<file path="src/rtl/alu_pkg.sv">
// ============================================================================
// Module   : alu_pkg
// Brief    : Shared types and constants for the sliced add/subtract engine.
// Revision : 1.0 - initial release
// ============================================================================
`default_nettype none

package alu_pkg;

    typedef enum logic [1:0] {
        ST_IDLE = 2'd0,
        ST_RUN  = 2'd1,
        ST_DONE = 2'd2
    } state_t;

    localparam int SLICE_W = 8;

    // Slice index width; a single-slice engine still needs a 1-bit index.
    function automatic int idx_width(input int nslice);
        return (nslice > 1) ? $clog2(nslice) : 1;
    endfunction

endpackage

`default_nettype wire

</file>
<file path="src/rtl/alu_lookahead.sv">
// ============================================================================
// Module   : alu_lookahead
// Brief    : 8-bit carry-lookahead stage; carrys[i] is the carry out of bit i.
// Revision : 1.0 - initial release
// ============================================================================
`default_nettype none

module alu_lookahead
    import alu_pkg::*;
(
    input  logic [SLICE_W-1:0] p,
    input  logic [SLICE_W-1:0] g,
    input  logic               c_in,
    output logic [SLICE_W-1:0] carrys
);

    // Each carry is a flat sum of products: g[i] | p[i]g[i-1] | ... | p[i..0]c_in.
    for (genvar i = 0; i < SLICE_W; i++) begin : g_carry
        logic w_acc;
        logic w_prop;

        always_comb begin
            w_acc  = g[i];
            w_prop = p[i];
            for (int j = i - 1; j >= 0; j--) begin
                w_acc  = w_acc | (w_prop & g[j]);
                w_prop = w_prop & p[j];
            end
            w_acc = w_acc | (w_prop & c_in);
        end

        assign carrys[i] = w_acc;
    end

endmodule

`default_nettype wire

</file>
<file path="src/rtl/alu_slice_adder_seq.sv">
// ============================================================================
// Module   : alu_slice_adder_seq
// Brief    : Sequential WIDTH-bit add/subtract, one 8-bit lookahead slice per cycle.
// Revision : 1.0 - initial release
// ============================================================================
`default_nettype none

module alu_slice_adder_seq
    import alu_pkg::*;
#(
    parameter int WIDTH = 32
) (
    input  logic             clk,
    input  logic             rst,
    input  logic             req_valid,
    output logic             req_ready,
    input  logic [WIDTH-1:0] a,
    input  logic [WIDTH-1:0] b,
    input  logic             sub,
    input  logic             c_in,
    output logic             res_valid,
    input  logic             res_ready,
    output logic [WIDTH-1:0] sum,
    output logic             c_out,
    output logic             overflow,
    output logic             zero
);

    localparam int NSLICE = WIDTH / SLICE_W;
    localparam int IDX_W  = idx_width(NSLICE);
    localparam logic [IDX_W-1:0] c_last_idx = IDX_W'(NSLICE - 1);

    state_t             r_state;
    state_t             w_state_next;
    logic [IDX_W-1:0]   r_idx;
    logic               r_carry;
    logic [WIDTH-1:0]   r_op_a;
    logic [WIDTH-1:0]   r_op_b;
    logic [WIDTH-1:0]   r_sum;
    logic               r_c_out;
    logic               r_ovf;
    logic               r_zero;

    logic               w_accept;
    logic               w_step;
    logic               w_last;
    logic [SLICE_W-1:0] w_p;
    logic [SLICE_W-1:0] w_g;
    logic [SLICE_W-1:0] w_carrys;
    logic [SLICE_W-1:0] w_slice_sum;
    logic [WIDTH-1:0]   w_sum_next;

    assign w_accept = (r_state == ST_IDLE) && req_valid;
    assign w_step   = (r_state == ST_RUN);
    assign w_last   = (r_idx == c_last_idx);

    assign w_p = r_op_a[int'(r_idx) * SLICE_W +: SLICE_W] ^ r_op_b[int'(r_idx) * SLICE_W +: SLICE_W];
    assign w_g = r_op_a[int'(r_idx) * SLICE_W +: SLICE_W] & r_op_b[int'(r_idx) * SLICE_W +: SLICE_W];

    alu_lookahead u_lookahead (
        .p      (w_p),
        .g      (w_g),
        .c_in   (r_carry),
        .carrys (w_carrys)
    );

    assign w_slice_sum = w_p ^ {w_carrys[SLICE_W-2:0], r_carry};

    // SUM as it will look after this slice lands; ZERO is judged on the full word.
    always_comb begin
        w_sum_next = r_sum;
        w_sum_next[int'(r_idx) * SLICE_W +: SLICE_W] = w_slice_sum;
    end

    always_ff @(posedge clk or posedge rst) begin
        if (rst) begin
            r_state <= ST_IDLE;
        end else begin
            r_state <= w_state_next;
        end
    end

    always_comb begin
        w_state_next = r_state;
        req_ready    = 1'b0;
        res_valid    = 1'b0;
        case (r_state)
            ST_IDLE: begin
                req_ready = 1'b1;
                if (req_valid) begin
                    w_state_next = ST_RUN;
                end
            end
            ST_RUN: begin
                if (w_last) begin
                    w_state_next = ST_DONE;
                end
            end
            ST_DONE: begin
                res_valid = 1'b1;
                if (res_ready) begin
                    w_state_next = ST_IDLE;
                end
            end
            default: begin
                w_state_next = ST_IDLE;
            end
        endcase
    end

    always_ff @(posedge clk or posedge rst) begin
        if (rst) begin
            r_idx   <= '0;
            r_carry <= 1'b0;
            r_op_a  <= '0;
            r_op_b  <= '0;
            r_sum   <= '0;
            r_c_out <= 1'b0;
            r_ovf   <= 1'b0;
            r_zero  <= 1'b0;
        end else if (w_accept) begin
            // Subtraction is A + ~B + ~borrow, so the inverted B and carry are folded in here.
            r_op_a  <= a;
            r_op_b  <= sub ? ~b : b;
            r_carry <= c_in ^ sub;
            r_idx   <= '0;
        end else if (w_step) begin
            r_sum   <= w_sum_next;
            r_carry <= w_carrys[SLICE_W-1];
            r_idx   <= r_idx + 1'b1;
            if (w_last) begin
                r_c_out <= w_carrys[SLICE_W-1];
                r_ovf   <= w_carrys[SLICE_W-1] ^ w_carrys[SLICE_W-2];
                r_zero  <= (w_sum_next == '0);
            end
        end
    end

    assign sum      = r_sum;
    assign c_out    = r_c_out;
    assign overflow = r_ovf;
    assign zero     = r_zero;

`ifdef FORMAL
    logic [WIDTH:0] r_ref;

    always_ff @(posedge clk or posedge rst) begin
        if (rst) begin
            r_ref <= '0;
        end else if (w_accept) begin
            r_ref <= {1'b0, a} + {1'b0, (sub ? ~b : b)} + {{WIDTH{1'b0}}, c_in ^ sub};
        end
    end

    always_comb begin
        if (!rst) begin
            a_res_valid_done : assert (!res_valid || (r_state == ST_DONE));
            a_req_ready_idle : assert (!req_ready || (r_state == ST_IDLE));
            if (r_state == ST_DONE) begin
                a_result : assert ({r_c_out, r_sum} == r_ref);
            end
        end
    end
`endif

endmodule

`default_nettype wire

</file>
<file path="config.mk">
export PLATFORM = sky130hd
export DESIGN_NAME = alu_slice_adder_seq
export DESIGN_NICKNAME = d
export VERILOG_FILES = /design/src/rtl/alu_pkg.sv /design/src/rtl/alu_lookahead.sv /design/src/rtl/alu_slice_adder_seq.sv
export SDC_FILE = /design/constraint.sdc
export NUM_CORES = 1
export LEC_CHECK = 0
export CORE_MARGIN = 1
export CORE_UTILIZATION = 50
export CTS_CLUSTER_SIZE = 8
export DETAILED_ROUTE_END_ITERATION = 12
export PLACE_DENSITY = 0.89
export SLEW_MARGIN = 15
export SYNTH_ARGS = -nofsm -noshare
export SYNTH_HDL_FRONTEND = slang
export SYNTH_SLANG_ARGS = --single-unit
</file>
<file path="constraint.sdc">
create_clock -name clk -period 9.2 [get_ports clk]
set_clock_uncertainty 0.2 [all_clocks]
set_input_delay 1.84 -clock clk [delete_from_list [all_inputs] [get_ports clk]]
set_output_delay 1.84 -clock clk [all_outputs]
set_load 0.1 [all_outputs]
</file>
==> metrics.md <==
| Metric | Value |
|---|---|
| Worst-Skew Late Latency | `380 ps` |
| Synth Warn # | `0` |
| CTS buffer count | `9` |
| Drt pass-1 iters | `5` |
| Via/cell ratio | `5.569` |
| Core area | `9955 µm²` |
| Tmin final | `4289 ps` |
| Total GRT Usage | `0.2291` |
| Via count | `4,182` |
| I/O Pins | `107` |
| Max Buffers Root-to-Sink | `2` |
| GRT overflow | `0` |
| Mean Syn Cell Area | `10.04 µm²` |
| CTS Sinks | `104` |
| Max-slew violations | `0` |
| WHS | `282.0 ps` |
| Req. time, crit path | `7160 ps` |
| Starting Density | `0.5245` |
| Drt wl/cell | `15.72 µm` |
| First-pass GRT wire length | `19,540 µm` |
| CTS tree | `built` |
| Syn Std Cell Area | `5221 µm²` |
| HP Class | `reg2reg` |
| # Max-Cap Violations | `0` |
| Syn nets | `606` |
| Number of H-tree levels | `3` |
| Antenna cells | `0` |
| Worst Setup End Kind | `output port` |
| Clk Tree Root Cell | `clkbuf_8` |
| Fin. Hold Viols | `0` |
| Filler cells | `758` |
| Final net count | `699` |
| Fin worst setup slack | `4911 ps` |
| # DRC | `0` |
| Crit path launch type | `flop` |
| # setup viols final | `0` |
| Crit path arrival time | `2250 ps` |
| Post-synthesis async set-or-reset flop share | `1.000` |
| Achievable frequency | `233.2 MHz` |
| CP max FO | `4` |
| Layout cells sized above 1 | `0.07767` |
| DRT iter0 DRCs | `240` |
| Reg clk slew, reported paths | `90 ps` |
| Postcts setup bufs | `0` |
| GPL Wtd Cong | `0.8496` |
| Largest net degree at the start of global routing | `59` |
| Placed cells | `735` |
| Synth cell types | `47` |
| Post-synth EDFFs | `0` |
| FP Rows | `36` |
| Post-Layout Cell Count | `751` |
| Die width | `104.2 µm` |
| # resized after CTS | `0` |
| Sequential share of the synthesized area | `0.4984` |
| Die outline height | `104.2 µm` |
| Post-Synthesis Cells | `520` |
| Initial antenna violation count | `0` |
| Hpwl dp | `8731 µm` |
| Port Buffers | `106` |
| Crit Path Category | `reg2out` |
| Worst slew margin | `0.2853` |
| WL final | `11,800 µm` |
| Routed Antenna Nets | `0` |
| Outcome | `complete, no violations` |
| #FFs+latches synth | `104` |
| Slew @ Worst Pin | `1072 ps` |
| Die area | `10,860 µm²` |
| Cts hold-fix bufs | `0` |
| Synth-to-layout area growth | `25.64%` |
| Setup TNS | `0 ps` |
| RSZ-0062 raised after global routing | `no` |
| Place WS | `5335 ps` |
| Period utilization | `0.4662` |
| Vias in the first global route | `4,165` |
| Main flop type after synthesis | `dfrtp_1` |
[worst max-delay path, stage by stage, from the launching register on]
cell and delay, ps:
dfrtp_1 430, nor2_1 230, clkdlybuf4s50_1 1210
[flip-flops by register name, indices dropped and copies added, names as in the netlist]
signal    count
r_idx         2
r_op_b       32
r_state       2
sum          32
r_op_a       32
r_carry       1
c_out         1
zero          1
overflow      1
[Yosys cell counts (7+ instances only)]
master    count  area (µm²)
xnor2_1      35       306.5
nor4_1        7       43.79
a22o_1       16       140.1
nand2_1     160       600.6
mux4_2       16       360.4
dfrtp_1     104        2603
ha_1         15       187.7
o21ai_0      58       290.3
a21oi_1       9       45.04
clkbuf_1     21       78.83
nor2_1       11       41.29
[final timing paths]
check	from	end	slack [ps]	cells after the start
min in group asynchronous	rst	sum[24]$_DFFE_PP0P_	1670	2
min reg2reg	r_op_a[3]$_DFFE_PP0P_	r_op_a[3]$_DFFE_PP0P_	280	2
max	r_state[1]$_DFFE_PP0P_	req_ready	4910	2
max reg2reg	r_idx[0]$_DFFE_PP0P_	zero$_DFFE_PP0P_	5420	8
min	r_op_a[3]$_DFFE_PP0P_	r_op_a[3]$_DFFE_PP0P_	280	2
max in group asynchronous	rst	sum[27]$_DFFE_PP0P_	5980	3
[cell usage in the layout (no fill, tap or decap), drive strengths merged, types with 4 or more instances in the layout]
master           n
nand2          160
clkdlybuf4s50  105
dfrtp          104
o21ai           59
xnor2           35
a22o            17
mux4            16
ha              15
nor2            11
a21oi            9
clkbuf           9
nor4             8
inv              6
o21a             4
nand2b           4
buf              4
[cell type report]
cell class                 instances  area [µm²]  share of cell area
clock buffer                       9       123.9             0.01888
clock inverter                     7       78.83             0.01202
inverter                           4       17.52            0.002670
multi-input combinational        385        2492              0.3799
sequential                       104        2603              0.3967
tap                              133       166.4             0.02537
timing repair buffer             109        1079              0.1644
[through the flow]
stage          area [µm²]  utilization
3_5_place_dp         6357       0.6386
4_1_cts              6560       0.6590
3_3_place_gp         6357       0.6386
2_1_floorplan        5221            -
5_1_grt              6560       0.6590
6_report             6560       0.6590
[cell families after synthesis]
logic type,after synthesis,synth area share
simple gates,207,0.1697
compound gates,107,0.1313
fa+ha+maj,16,0.03978
xor+xnor,36,0.06039
flops,104,0.4984
mux,19,0.07573
buf+inv,31,0.02468
[routing by layer]
layer	track usage	vias up	share of wire
met5	0	-	0
met1	0.2817	2017	0.43
met2	0.3962	161	0.49
met4	0.1092	0	0.031
met3	0.03446	30	0.053
li1	-	1974	-
Power is not shown: default switching activity piles up to over one toggle a cycle in this logic, so the estimate is an artifact.
